$ cat config.mk
export PLATFORM = sky130hd
export DESIGN_NAME = asynchronous_fifo
export DESIGN_NICKNAME = d
export VERILOG_FILES = /design/src/rtl/asynchronous_fifo.sv
export SDC_FILE = /design/constraint.sdc
export NUM_CORES = 1
export LEC_CHECK = 0
export BUFFER_PORTS_ARGS = -buffer_cell sky130_fd_sc_hd__buf_2
export CAP_MARGIN = 0
export CORE_ASPECT_RATIO = 0.8
export CORE_UTILIZATION = 50
export CTS_CLUSTER_DIAMETER = 60
export DETAILED_ROUTE_END_ITERATION = 8
export GPL_TIMING_DRIVEN = 0
export PLACE_DENSITY = 0.68
export SYNTH_ARGS = -nofsm -noshare
export SYNTH_HDL_FRONTEND = slang
export SYNTH_SLANG_ARGS = --single-unit
$ cat constraint.sdc
create_clock -name w_clk -period 5.75 [get_ports w_clk]
set_input_delay 1.15 -clock w_clk [delete_from_list [all_inputs] [get_ports w_clk]]
set_output_delay 1.15 -clock w_clk [all_outputs]
set_load 0.01 [all_outputs]
$ cat src/rtl/asynchronous_fifo.sv
// Single-clock FIFO with wrap-bit pointers, combinational full/empty flags
// and a registered read-data port. Storage is intentionally left unreset.
module asynchronous_fifo #(
  parameter int DEPTH = 8,
  parameter int WIDTH = 8
) (
  input  logic             w_clk,
  input  logic             w_rst,
  input  logic             w_en,
  input  logic             r_en,
  input  logic [WIDTH-1:0] data_in,
  output logic [WIDTH-1:0] data_out,
  output logic             full,
  output logic             empty
);

  localparam int AW = $clog2(DEPTH);

  logic [AW:0]      wr_ptr_r;
  logic [AW:0]      rd_ptr_r;
  logic [WIDTH-1:0] mem_r [DEPTH];
  logic [WIDTH-1:0] data_out_r;
  logic             wr_accept_s;
  logic             rd_accept_s;
  logic             full_s;
  logic             empty_s;

  // Flag decode and request qualification from the registered pointers.
  always_comb begin
    empty_s     = (wr_ptr_r == rd_ptr_r);
    full_s      = (wr_ptr_r[AW-1:0] == rd_ptr_r[AW-1:0]) &&
                  (wr_ptr_r[AW] != rd_ptr_r[AW]);
    wr_accept_s = 1'b0;
    rd_accept_s = 1'b0;
    if (!w_rst) begin
      wr_accept_s = w_en && !full_s;
      rd_accept_s = r_en && !empty_s;
    end else begin
      wr_accept_s = 1'b0;
      rd_accept_s = 1'b0;
    end
  end

  // Write pointer: wraps modulo 2*DEPTH via natural overflow of the extra bit.
  always_ff @(posedge w_clk or posedge w_rst) begin
    if (w_rst) begin
      wr_ptr_r <= {(AW+1){1'b0}};
    end else if (wr_accept_s) begin
      wr_ptr_r <= wr_ptr_r + {{AW{1'b0}}, 1'b1};
    end
  end

  // Read pointer and registered read data; data_out holds on rejected reads.
  always_ff @(posedge w_clk or posedge w_rst) begin
    if (w_rst) begin
      rd_ptr_r   <= {(AW+1){1'b0}};
      data_out_r <= {WIDTH{1'b0}};
    end else if (rd_accept_s) begin
      rd_ptr_r   <= rd_ptr_r + {{AW{1'b0}}, 1'b1};
      data_out_r <= mem_r[rd_ptr_r[AW-1:0]];
    end
  end

  // Storage array, written only on an accepted write.
  always_ff @(posedge w_clk) begin
    if (wr_accept_s) begin
      mem_r[wr_ptr_r[AW-1:0]] <= data_in;
    end
  end

  assign data_out = data_out_r;
  assign full     = full_s;
  assign empty    = empty_s;

endmodule

## Word level (Yosys, flattened, before mapping)

Memories as Yosys holds them, arrays and structs flattened. A register that Yosys moved wholly into a read port is not among the register bits.
Cells that the tools add are included.

| operators by class | value |
|---|---|
| $add $sub $neg | 2 |
| equal/unequal tests | 3 |
| muxes and demuxes | 4 |
| reduce and logical (&&, ||, !) cells | 5 |

Operators with widths:

| operator | count |
|---|---|
| $add A4 B1 Y4 const B | 2 |
| $eq A4 B4 Y1 | 1 |
| $mux W1 | 4 |
| $eq A3 B3 Y1 | 1 |
| $logic_and A1 B1 Y1 | 3 |
| $logic_not A1 Y1 | 2 |
| $ne A1 B1 Y1 | 1 |

| word-level totals | value |
|---|---|
| register bits | 8 |
| RAM bits | 64 |
| input port bits | 12 |
| output and inout port bits | 10 |
| word-level logic and storage cells | 17 |
| memories kept | 1 |

Memory list:

| name | words | bits a word | read ports | clocked after Yosys merged registers in | wr ports | RTL line | text |
|---|---|---|---|---|---|---|---|
| mem_r | 8 | 8 | 1 | 1 | 1 | 21 | `logic [WIDTH-1:0] mem_r [DEPTH];` |

## Longest topological paths before layout

Gate-level depths: netlist (run 1).

| logic depth | value |
|---|---|
| word-level depth | 7 |
| gate-level depth with buffers | 6 |
| mapped depth without buffers | 4 |

## Worst setup path before layout (run 1)

No wires, ideal clock.

| path | value |
|---|---|
| path kind | in2reg |
| start point | input w_en |
| end point | memory mem_r[1][0], enable pin |
| setup time | 383 ps |
| arrival | 2469 ps |
| data required time | 5367 ps |
| slack | 2898 ps |
| cell stages on the path | 4 |
| buffers on the path | 0 |
| path through | or2b_2 -> a41oi_2 -> nand2_1 -> nor3_1 |

| on the way | value |
|---|---|
| cells in the longest elaborated chain, start to end | 4 |

Ends and longest elaborated chain:

| what | RTL line | text |
|---|---|---|
| start, declared | 9 | `input logic w_en,` |
| $logic_and A1 B1 Y1 | 36 | `wr_accept_s = w_en && !full_s;` |
| $mux W1 | 35 | `if (!w_rst) begin` |
| $mux W1 | 66 | `if (wr_accept_s) begin` |
| $mux W1 (implied by the code) | 67 | `mem_r[wr_ptr_r[AW-1:0]] <= data_in;` |
| end, declared | 21 |  |

No other way between the ends.

## Worst setup path in the final report (run 1)

| path | value |
|---|---|
| start point | input w_rst |
| end point | memory mem_r[0][3], enable pin |

| on the way | value |
|---|---|
| cells in the longest elaborated chain, start to end | 3 |

Ends and longest elaborated chain:

| what | RTL line | text |
|---|---|---|
| start, declared | 8 | `input logic w_rst,` |
| $mux W1 | 35 |  |
| $mux W1 | 66 |  |
| $mux W1 (implied by the code) | 67 |  |

No other way between the ends.

==> metrics.md, run 1 <==
| Metric | Value |
|---|---|
| Hold Path Depth | `2` |
| Global-route wire length before repair | `just over 9000 um` |
| TritonCTS Buffers | `9` |
| Final Cycle Share | `approximately 52%` |
| RR Endpoint | `mem_r[0][3]` |
| Period minus WS final | `2.98 ns` |
| CTS tree | `yes` |
| Initial DRC count | `177` |
| Post-synth top flop | `edfxtp_1` |
| Worst-margin pin slew | `0.996 ns` |
| Largest net degree at the start of global routing | `17` |
| Synth cell count leaders | `edfxtp_1, dfrtp_1, nand2_1` |
| Crit Path Class | `in -> reg` |
| Final setup viols | `0` |
| Maximum clock rate | `336 MHz` |
| WP data arrival | `3.04 ns` |
| Clock Skew | `0.00695 ns` |
| Final Hold Fails | `0` |
| Share of layout cells above drive strength 1 | `30.3%` |
| Global Route Usage Sum | `19.9%` |
| Gp weighted congestion | `between 0.7 and 0.8` |
| Worst Setup End Kind | `register` |
| Leak Pwr | `between 1 and 1.5 nW` |
| Die height | `73.9 um` |
| Cells on worst reg2reg path | `6` |
| Worst Path Required | `5.81 ns` |
| Cell count after synthesis | `172` |
| Post-Layout Cell Count | `292` |
| Nets | `220` |
| Synth top area cells | `edfxtp_1, dfrtp_1, mux4_2, mux4_1, mux2i_1` |
| CTS H-Tree Depth | `3` |
| Worst reg2reg path startpoint | `rd_ptr_r[1]` |
| Sequential-to-total area share from yosys stat | `slightly above 70%` |
| Top-count cell post-synth | `edfxtp_1` |
| Clock-pin slew on the worst setup and hold paths | `0.07 ns` |
| Yosys top cell area share | `59.5%` |
| Sink Count | `80` |
| Vias in the first global route | `1657` |
| Slew headroom | `33.3%` |
| Routed length per instance | `~20 um` |
| Total Wirelength | `5830 um` |
| Hold Buf Count CTS | `0` |
| # IOs | `22` |
| Status | `complete, no violations` |
| Hold WC Path Type | `reg -> reg` |
| CTS Root Buffer Type | `clkbuf_8` |
| Via count | `1617` |
| Number of fill cells | `459` |
| Vias per inst | `5.54` |
| Post-synthesis net count | `186` |
| Buffers added on ports | `21` |
| DRC | `0` |
| Synth Cell Area | `0.00323 mm2` |
| Power Dens Cells | `approximately 480 mW/mm2` |
| Core area | `0.00607 mm2` |
| HPWL after DPL | `approximately 3800 um` |
| Placed cell count | `~280` |
| Area growth, synth to finish | `13.4%` |
| PostCTS Resize Cnt | `0` |
| DP Worst Slack | `2.36 ns` |
| Synth warnings | `0` |
| Crit path launch type | `primary input` |
| HP Start | `data_out[1]` |
| Initial antenna violation count | `0` |
| Die area | `0.00679 mm2` |
| Syn_area_per_cell | `18.8 um2` |
| RSZ-0062 raised after global routing | `no` |
| Global route total overflow | `0` |
| Initial Util | `53.2%` |
| Row cnt | `25` |
| Worst R2R Setup Slack | `3.17 ns` |
| Largest area contributor in the netlist | `edfxtp_1` |
| Post-synth EDFFs | `64` |
| Fin worst setup slack | `2.77 ns` |
| Setup TNS | `0 ns` |
| Antenna Violating Nets Remaining | `0` |
| Horiz. Die Dim | `91.9 um` |
| Worst Path Max Fanout | `6` |
| Yosys reg bits | `80` |
| Max_cap viols | `0` |
| Netlist cell types | `30` |
| Clock tree buffer depth | `2` |
| Post-CTS Setup Inserts | `0` |
| Ys async rst share | `about a fifth` |
| ANT cells | `0` |
| Router iterations before antenna repair | `4` |
| Worst VDD drop | `182 uV` |
| Final Max Tran Viols | `0` |
| Worst hold endpoint | `data_out[1]` |
| Worst skew pair latency | `0.35 ns` |
[area by class of cell]
class	count	area [um2]	share of cell area, %
Clock inverter	7	86.3	2.36
Sequential cell	80	2320	63.4
Clock buffer	9	124	3.38
Tap cell	81	101	2.77
Multi-Input combinational cell	80	830	22.7
Inverter	3	11.3	0.307
Timing Repair Buffer	23	120	3.28
Buffer	9	67.6	1.84
[routing by layer]
metal,share of wire [%],wire length (um),global-route usage [%],vias to the layer above
li1,-,-,-,730
met1,43,2530,24.9,835
met2,50,2940,33.2,44
met3,5.0,289,6.52,8
met4,1.2,69,6.77,0
met5,0,0,0,-
[how the worst max path moves through the flow]
stage          cells after the start  startpoint     endpoint  slack (ns)
3_5_place_dp                       6       w_rst  mem_r[0][3]        2.36
3_3_place_gp                       5       w_rst  mem_r[1][5]        2.19
5_1_grt                            6       w_rst  mem_r[0][4]        2.64
2_1_floorplan                      4        w_en  mem_r[1][0]        2.90
6_report                           6       w_rst  mem_r[0][3]        2.77
4_1_cts                            6       w_rst  mem_r[0][4]        2.74
[metrics by stage]
stage | hold slack, ns | utilization (%) | area, um2 | power (mW)
global placement | 0.463 | 56.6 | 3440 | 1.33
global route | 0.516 | 60.4 | 3660 | 1.86
detailed placement | 0.473 | 56.9 | 3450 | 1.36
CTS | 0.488 | 60.4 | 3660 | 1.79
floorplan | 0.498 | - | 3230 | 1.20
finish | 0.481 | 60.4 | 3660 | 1.77
[kinds of logic after synthesis]
logic type      count (synthesis)  synth area share [%]
compound gates                 10                  2.05
xor+xnor                       11                  3.21
fa+ha+maj                       2                 0.774
buf+inv                        12                  2.44
flops                          80                  71.9
mux                            26                  15.0
simple gates                   31                  4.61
[power breakdown]
part | internal, mW | leakage, nW | switching, mW
Combinational | 0.272 | 0.468 | 0.304
Sequential | 0.721 | 0.772 | 0.0478
Clock | 0.240 | 0.108 | 0.189
[cell usage in the layout (no fill, tap or decap), types with 2 or more instances in the layout]
master     count
bufinv_16      2
xnor2_1        6
clkinv_1       2
nor2_2         2
buf_2         23
mux4_2        11
clkbuf_8       9
ha_1           2
nor2_1         6
mux2i_1        8
inv_1          3
buf_6          3
clkinv_2       2
mux4_1         5
dfrtp_1       16
nor3_1         2
nand2_1       13
xor2_1         4
buf_4          4
o21ai_1        8
edfxtp_1      64
nand2b_1       3
[state kept, by name (all words and copies together), names as in the netlist]
signal / flops
mem_r: 64
wr_ptr_r: 4
data_out: 8
rd_ptr_r: 4
[critical path: stages]
cell and delay (ns):
buf_2 0.11, or2b_2 0.29, a41oi_2 0.35, nand2b_2 0.14
nor3_1 0.71, buf_4 0.29
Note: power is estimated with default switching activity, not from simulation.
==> run 2, diff against run 1 <==
ABC_AREA = 1   (was not set)
clock period = 3.05 ns   (was 5.75 ns; I/O delays follow)
==> run 2 against run 1 <==
Against the previous run: clock power up 110%; clock-buffer cell count up 1; worst hold slack worse by 0.14 ns; critical path depth up 3; critical endpoint is now mem_r[4][0].
==> metrics.md, run 2 <==
| Metric | Value |
|---|---|
| Status | `complete, no violations (unchanged)` |
| Most frequent cells in the layout | `nand2_1, nor2_1, edfxtp_1 (was edfxtp_1, buf_2, dfrtp_1)` |
| Worst path max stage delay | `0.68 ns (was 0.71 ns)` |
| Post-synth EDFFs | `64 (unchanged)` |
| Vias per inst | `5.13 (was 5.54)` |
| Worst VDD drop | `588 uV (was 182 uV)` |
| Worst skew pair latency | `0.35 ns (about the same)` |
| Clock Skew | `0.0119 ns (was 0.00695 ns)` |
| Nets | `388 (was 220)` |
| ANT cells | `0 (unchanged)` |
| Sink Count | `80 (unchanged)` |
| Number of fill cells | `559 (was 459)` |
| CP cell instances | `buf_2 -> inv_4 -> nand2_1 -> nand2_2 -> nor2_4 -> nand3_4 -> nand3_4 -> buf_8 -> nor2_1 (was buf_2 -> or2b_2 -> a41oi_2 -> nand2b_2 -> nor3_1 -> buf_4)` |
| # IOs | `22 (unchanged)` |
| Yosys reg bits | `80 (unchanged)` |
| Largest register FFs | `64 (unchanged)` |
| Share of layout cells above drive strength 1 | `15.8% (was 30.3%)` |
| Maximum clock rate | `between 400 and 500 MHz` |
| Hold Buf Count CTS | `0 (unchanged)` |
| HPWL after DPL | `4900 um (was 3790 um)` |
| PostCTS Resize Cnt | `0 (unchanged)` |
| Cells on worst reg2reg path | `9 (was 6)` |
| Power Dens Cells | `931 mW/mm2 (was 485 mW/mm2)` |
| Final Max Tran Viols | `0 (unchanged)` |
| Router iterations before antenna repair | `5 (was 4)` |
| Ys async rst share | `20.0% (unchanged)` |
| Crit path buf inv count | `3 (was 2)` |
| Post-CTS Setup Inserts | `0 (unchanged)` |
| Initial DRC count | `205 (was 177)` |
| Largest net degree at the start of global routing | `24 (was 17)` |
| Die area | `0.00736 mm2 (was 0.00679 mm2)` |
| TritonCTS Buffers | `9 (unchanged)` |
| Max_cap viols | `0 (unchanged)` |
| Final setup viols | `0 (unchanged)` |
| Buffers added on ports | `21 (unchanged)` |
| Crit path max-delay family | `simple AND/OR/NAND/NOR gates (unchanged)` |
| Cell mode on critical path | `nand3_4` |
| Largest area contributor in the netlist | `edfxtp_1 (unchanged)` |
| Syn_area_per_cell | `10.3 um2 (was 18.8 um2)` |
| Worst-margin pin slew | `0.903 ns (was 0.996 ns)` |
| Worst Path Required | `3.02 ns (was 5.81 ns)` |
| Synth Cell Area | `0.00351 mm2 (was 0.00323 mm2)` |
| Setup TNS | `0 ns (unchanged)` |
| Clock-pin slew on the worst setup and hold paths | `0.08 ns (was 0.07 ns)` |
| Clock tree buffer depth | `2 (unchanged)` |
| Fin worst setup slack | `0.736 ns (was 2.77 ns)` |
| Most common cell after layout, fill and taps aside | `nand2_1 (was edfxtp_1)` |
| Post-synth top flop | `edfxtp_1 (unchanged)` |
| Row cnt | `26 (was 25)` |
| WP data arrival | `2.29 ns (was 3.04 ns)` |
| Worst Path Max Fanout | `10 (was 6)` |
| Initial antenna violation count | `0 (unchanged)` |
| Netlist cell types | `24 (was 30)` |
| Crit path launch type | `register (was primary input)` |
| Sequential-to-total area share from yosys stat | `66.2% (was 71.9%)` |
| Synth warnings | `0 (unchanged)` |
| Highest-delay cell along the critical path | `nor2_1 (was nor3_1)` |
| Hold WC Path Type | `in -> async (was reg -> reg)` |
| Via count | `2376 (was 1617)` |
| DP Worst Slack | `0.451 ns (was 2.36 ns)` |
| Post-Layout Cell Count | `463 (was 292)` |
| Crit path from | `rd_ptr_r[0] (was w_rst)` |
| Final Hold Fails | `0 (unchanged)` |
| Period minus WS final | `about 2.3 ns` |
| Worst reg2reg path startpoint | `rd_ptr_r[0] (was rd_ptr_r[1])` |
| Slew headroom | `39.6% (was 33.3%)` |
| Crit Path Class | `reg -> reg (was in -> reg)` |
| RSZ-0062 raised after global routing | `no (unchanged)` |
| Synth top area cells | `edfxtp_1, dfrtp_1, nand2_1, nor2_1, o21ai_0 (was edfxtp_1, dfrtp_1, mux4_2, mux4_1, mux2i_1)` |
| Leak Pwr | `1.66 nW (was 1.35 nW)` |
| Initial Util | `53.4% (was 53.2%)` |
| Antenna Violating Nets Remaining | `0 (unchanged)` |
| Critical path depth | `9 (was 6)` |
| Critical path endpoint | `mem_r[4][0] (was mem_r[0][3])` |
| Core area | `0.00657 mm2 (was 0.00607 mm2)` |
| Final Cycle Share | `75.9%` |
| Post-synthesis net count | `356 (was 186)` |
| Global-route wire length before repair | `11900 um (was 9230 um)` |
| Top-count cell post-synth | `nand2_1 (was edfxtp_1)` |
| Synth cell count leaders | `nand2_1, nor2_1, edfxtp_1 (was edfxtp_1, dfrtp_1, nand2_1)` |
| RR Endpoint | `mem_r[4][0] (was mem_r[0][3])` |
| Routed length per instance | `15.7 um (was 20.0 um)` |
| Die height | `76.9 um (was 73.9 um)` |
| Worst R2R Setup Slack | `0.74 ns (was 3.17 ns)` |
| Placed cell count | `447 (was 276)` |
| CTS Root Buffer Type | `clkbuf_8 (unchanged)` |
| Global Route Usage Sum | `22.5% (was 19.9%)` |
| Overall Power | `3.68 mW (was 1.77 mW)` |
| DRC | `0 (unchanged)` |
| Worst Setup End Kind | `register (unchanged)` |
| Gp weighted congestion | `0.818 (was 0.752)` |
| Total Wirelength | `7270 um (was 5830 um)` |
| Vias in the first global route | `2363 (was 1657)` |
| Area growth, synth to finish | `12.7% (was 13.4%)` |
| CTS tree | `yes (unchanged)` |
| Horiz. Die Dim | `95.6 um (was 91.9 um)` |
| Yosys top cell area share | `54.8% (was 59.5%)` |
| CTS H-Tree Depth | `3 (unchanged)` |
| Cell count after synthesis | `342 (was 172)` |
| Global route total overflow | `0 (unchanged)` |
[run 2: metal layers]
layer | up-vias | wire length, um | part of all wire (%) | track usage [%]
met4 | 0 | 93 | 1.3 | 7.76
li1 | 1185 | - | - | -
met5 | - | 0 | 0 | 0
met1 | 1118 | 3410 | 47 | 31.1
met2 | 63 | 3320 | 46 | 33.4
met3 | 10 | 445 | 6.1 | 7.34
[run 2: report_power, final]
| part | leakage [nW] | internal [mW] | switching [mW] |
|---|---|---|---|
| sequential | 0.780 | 1.34 | 0.0806 |
| clock | 0.118 | 0.541 | 0.372 |
| combinational | 0.760 | 0.441 | 0.904 |
[run 2: stage by stage]
stage | utilization [%] | hold WS, ns | area [um2]
global route | 60.1 | 0.388 | 3950
detailed placement | 56.6 | 0.460 | 3720
floorplan | - | 0.463 | 3510
CTS | 60.1 | 0.355 | 3950
finish | 60.1 | 0.342 | 3950
global placement | 56.6 | 0.460 | 3720
[run 2: worst register-to-register path, delay by kind of cell (launching register included)]
family / cells / cell delay (ns)
buf+inv: 3 / 0.47
flops: 1 / 0.39
simple gates: 6 / 1.07
[run 2: cell families (layout without fill, tap and decap cells)]
logic type      after synthesis  in the layout  synth area share [%]
compound gates               33             33                  4.71
buf+inv                      35             72                  5.03
flops                        80             80                  66.2
simple gates                188            188                  22.3
fa+ha+maj                     2              2                 0.713
xor+xnor                      4              4                 0.999
[run 2: final cells by class]
type / instances / area (um2) / area share [%]
Inverter: 20 / 80.1 / 2.03
Clock inverter: 6 / 108 / 2.72
Tap cell: 84 / 105 / 2.66
Timing Repair Buffer: 21 / 105 / 2.66
Multi-Input combinational cell: 227 / 1010 / 25.5
Sequential cell: 80 / 2320 / 58.8
Buffer: 15 / 96.3 / 2.44
Clock buffer: 10 / 128 / 3.23
[run 2: how the worst min path moves through the flow]
stage | slack [ns] | endpoint | cells past startpoint | start
after detailed placement | 0.46 | data_out[4] | 2 | data_out[4]
after CTS | 0.36 | rd_ptr_r[2] | 2 | w_rst
final | 0.34 | rd_ptr_r[2] | 2 | w_rst
after global routing | 0.39 | data_out[5] | 2 | w_rst
after global placement | 0.46 | data_out[3] | 2 | data_out[3]
after floorplan | 0.46 | wr_ptr_r[3] | 2 | wr_ptr_r[3]
==> run 3, diff against run 2 <==
clock period = 2.2 ns   (was 3.05 ns; I/O delays follow)
==> run 3 against run 2 <==
Against the previous run: the flow now finishes with violations (setup timing); maximum frequency up 3.6%; routed wire length down 0.56%; sequential power up 39%; via count down 0.38%; total power up 39%; final cell count unchanged; worst hold slack worse by 0.17 ns; clock skew down 0.0013 ns.
==> metrics.md, run 3 (synthesis gave the netlist of run 2 again) <==
| Metric | Value |
|---|---|
| Clock-pin slew on the worst setup and hold paths | `0.08 ns (about the same)` |
| Antenna Violating Nets Remaining | `0 (unchanged)` |
| Post-Layout Inst Area | `0.00397 mm2 (was 0.00395 mm2)` |
| Global route total overflow | `0 (unchanged)` |
| Nets | `388 (unchanged)` |
| Largest net degree at the start of global routing | `24 (unchanged)` |
| Worst Path Max Fanout | `10 (unchanged)` |
| Vias per inst | `5.11 (was 5.13)` |
| WHS | `0.174 ns (was 0.342 ns)` |
| Sink Count | `80 (unchanged)` |
| Maximum clock rate | `448 MHz (was 432 MHz)` |
| Routed length per instance | `15.6 um (was 15.7 um)` |
| Core area | `0.00657 mm2 (unchanged)` |
| Final Cycle Share | `101% (was 75.9%)` |
| Global Route Usage Sum | `22.5% (about the same)` |
| Largest register FFs | `64 (unchanged)` |
| DP Area | `0.00372 mm2 (unchanged)` |
| Status | `finished with violations (was complete, no violations)` |
| Post-CTS Setup Inserts | `0 (unchanged)` |
| Fin worst setup slack | `-0.0325 ns (was 0.736 ns)` |
| Worst Setup End Kind | `register (unchanged)` |
| Failing checks | `setup timing` |
| Initial DRC count | `226 (was 205)` |
| HPWL after DPL | `4900 um (unchanged)` |
| TritonCTS Buffers | `9 (unchanged)` |
| Share of layout cells above drive strength 1 | `17.2% (was 15.8%)` |
| Final Max Tran Viols | `0 (unchanged)` |
| Worst Path Required | `2.18 ns (was 3.02 ns)` |
| Buffers added on ports | `21 (unchanged)` |
| Max_cap viols | `0 (unchanged)` |
| Row cnt | `26 (unchanged)` |
| Crit path launch type | `register (unchanged)` |
| Met2 WL post-DR | `3300 um (was 3320 um)` |
| # IOs | `22 (unchanged)` |
| Final setup viols | `24 (was 0)` |
| Hold Buf Count CTS | `0 (unchanged)` |
| Initial antenna violation count | `0 (unchanged)` |
| Clock tree buffer depth | `2 (unchanged)` |
| Top sig layer | `met4 (unchanged)` |
| Most common cell after layout, fill and taps aside | `nand2_1 (unchanged)` |
| RSZ-0062 raised after global routing | `yes (was no)` |
| Leak Pwr | `1.66 nW (about the same)` |
| Worst skew pair latency | `0.35 ns (about the same)` |
| Area growth, synth to finish | `13.1% (was 12.7%)` |
| CTS tree | `yes (unchanged)` |
| ANT cells | `0 (unchanged)` |
| Final Core Density | `60.3% (was 60.1%)` |
| CTS H-Tree Depth | `3 (unchanged)` |
| PostCTS Resize Cnt | `2 (was 0)` |
| DRC | `0 (unchanged)` |
| Initial Util | `53.4% (unchanged)` |
| Most frequent cells in the layout | `nand2_1, edfxtp_1, nor2_1 (was nand2_1, nor2_1, edfxtp_1)` |
| Die area | `0.00736 mm2 (unchanged)` |
| CTS Root Buffer Type | `clkbuf_8 (unchanged)` |
| Worst VDD drop | `818 uV (was 588 uV)` |
| Worst-margin pin slew | `0.826 ns (was 0.903 ns)` |
| Clock Skew | `0.0106 ns (was 0.0119 ns)` |
| Hold WC Path Type | `in -> async (unchanged)` |
| Cells on worst reg2reg path | `9 (unchanged)` |
| Global-route wire length before repair | `11900 um (about the same)` |
| Period minus WS final | `2.23 ns (was 2.31 ns)` |
| Wl on met1 | `3360 um (was 3410 um)` |
| Gp weighted congestion | `0.818 (unchanged)` |
| Routed wl met3 | `443 um (was 445 um)` |
| Final Hold Fails | `0 (unchanged)` |
| Total Wirelength | `7230 um (was 7270 um)` |
| Crit Path Class | `reg -> reg (unchanged)` |
| Via count | `2367 (was 2376)` |
| Vias in the first global route | `2362 (was 2363)` |
| Power Dens Cells | `1290 mW/mm2 (was 931 mW/mm2)` |
| Slew headroom | `44.6% (was 39.6%)` |
| Horiz. Die Dim | `95.6 um (unchanged)` |
| Die height | `76.9 um (unchanged)` |
| WP data arrival | `2.21 ns (was 2.29 ns)` |
| Router iterations before antenna repair | `4 (was 5)` |
## run 3: cell counts in the layout (fill, tap and decap cells not counted)
Identical to the previous run, type by type.
## run 3: report_power, final
part	leakage, nW	internal (mW)	switching (mW)
registers	0.780	1.86	0.111
logic	0.759	0.614	1.26
clock network	0.118	0.750	0.508
## run 3: per-layer routing
layer,up-vias,global-route usage [%]
li1,1188,-
met1,1102,31.7
met4,0,7.31
met3,16,6.85
met2,61,33.4
met5,-,0
## run 3: worst max-delay path: stages, from the launching register on
cell and delay, ns:
dfrtp_1 0.40, buf_6 0.16, inv_4 0.12, nand2_1 0.06, nand2_1 0.10, nor2_4 0.06
nand3_4 0.09, nand3_4 0.09, buf_8 0.18, nor2_1 0.60
## run 3: worst paths after layout
path                        startpoint     endpoint  slack, ns
min in group w_clk          data_in[5]  mem_r[7][5]       0.36
setup / recovery           rd_ptr_r[1]  mem_r[6][3]      -0.03
hold reg to reg            data_out[4]  data_out[4]       0.48
hold / removal                   w_rst  data_out[5]       0.17
max in group asynchronous        w_rst  wr_ptr_r[0]       1.63
setup reg to reg           rd_ptr_r[1]  mem_r[6][3]      -0.03
## run 3: final cells by class
class	count	area (um2)
well taps	84	105
clock buffers	10	128
plain buffers	15	96.3
fillers	561	2610
multi-input cells	227	1020
flip-flops and latches	80	2320
clock inverters	6	108
inverters	20	80.1
repair buffers	21	105
## run 3: metrics by stage
stage / power, mW / worst slack [ns] / setup TNS (ns) / std cells
floorplan: 3.31 / 0.361 / 0 / 342
global placement: 3.82 / -0.189 / -8.14 / 447
detailed placement: 3.86 / -0.229 / -11.48 / 447
CTS: 5.12 / -0.0763 / -2.44 / 463
global route: 5.47 / -0.204 / -4.72 / 463
finish: 5.10 / -0.0325 / -0.501 / 463
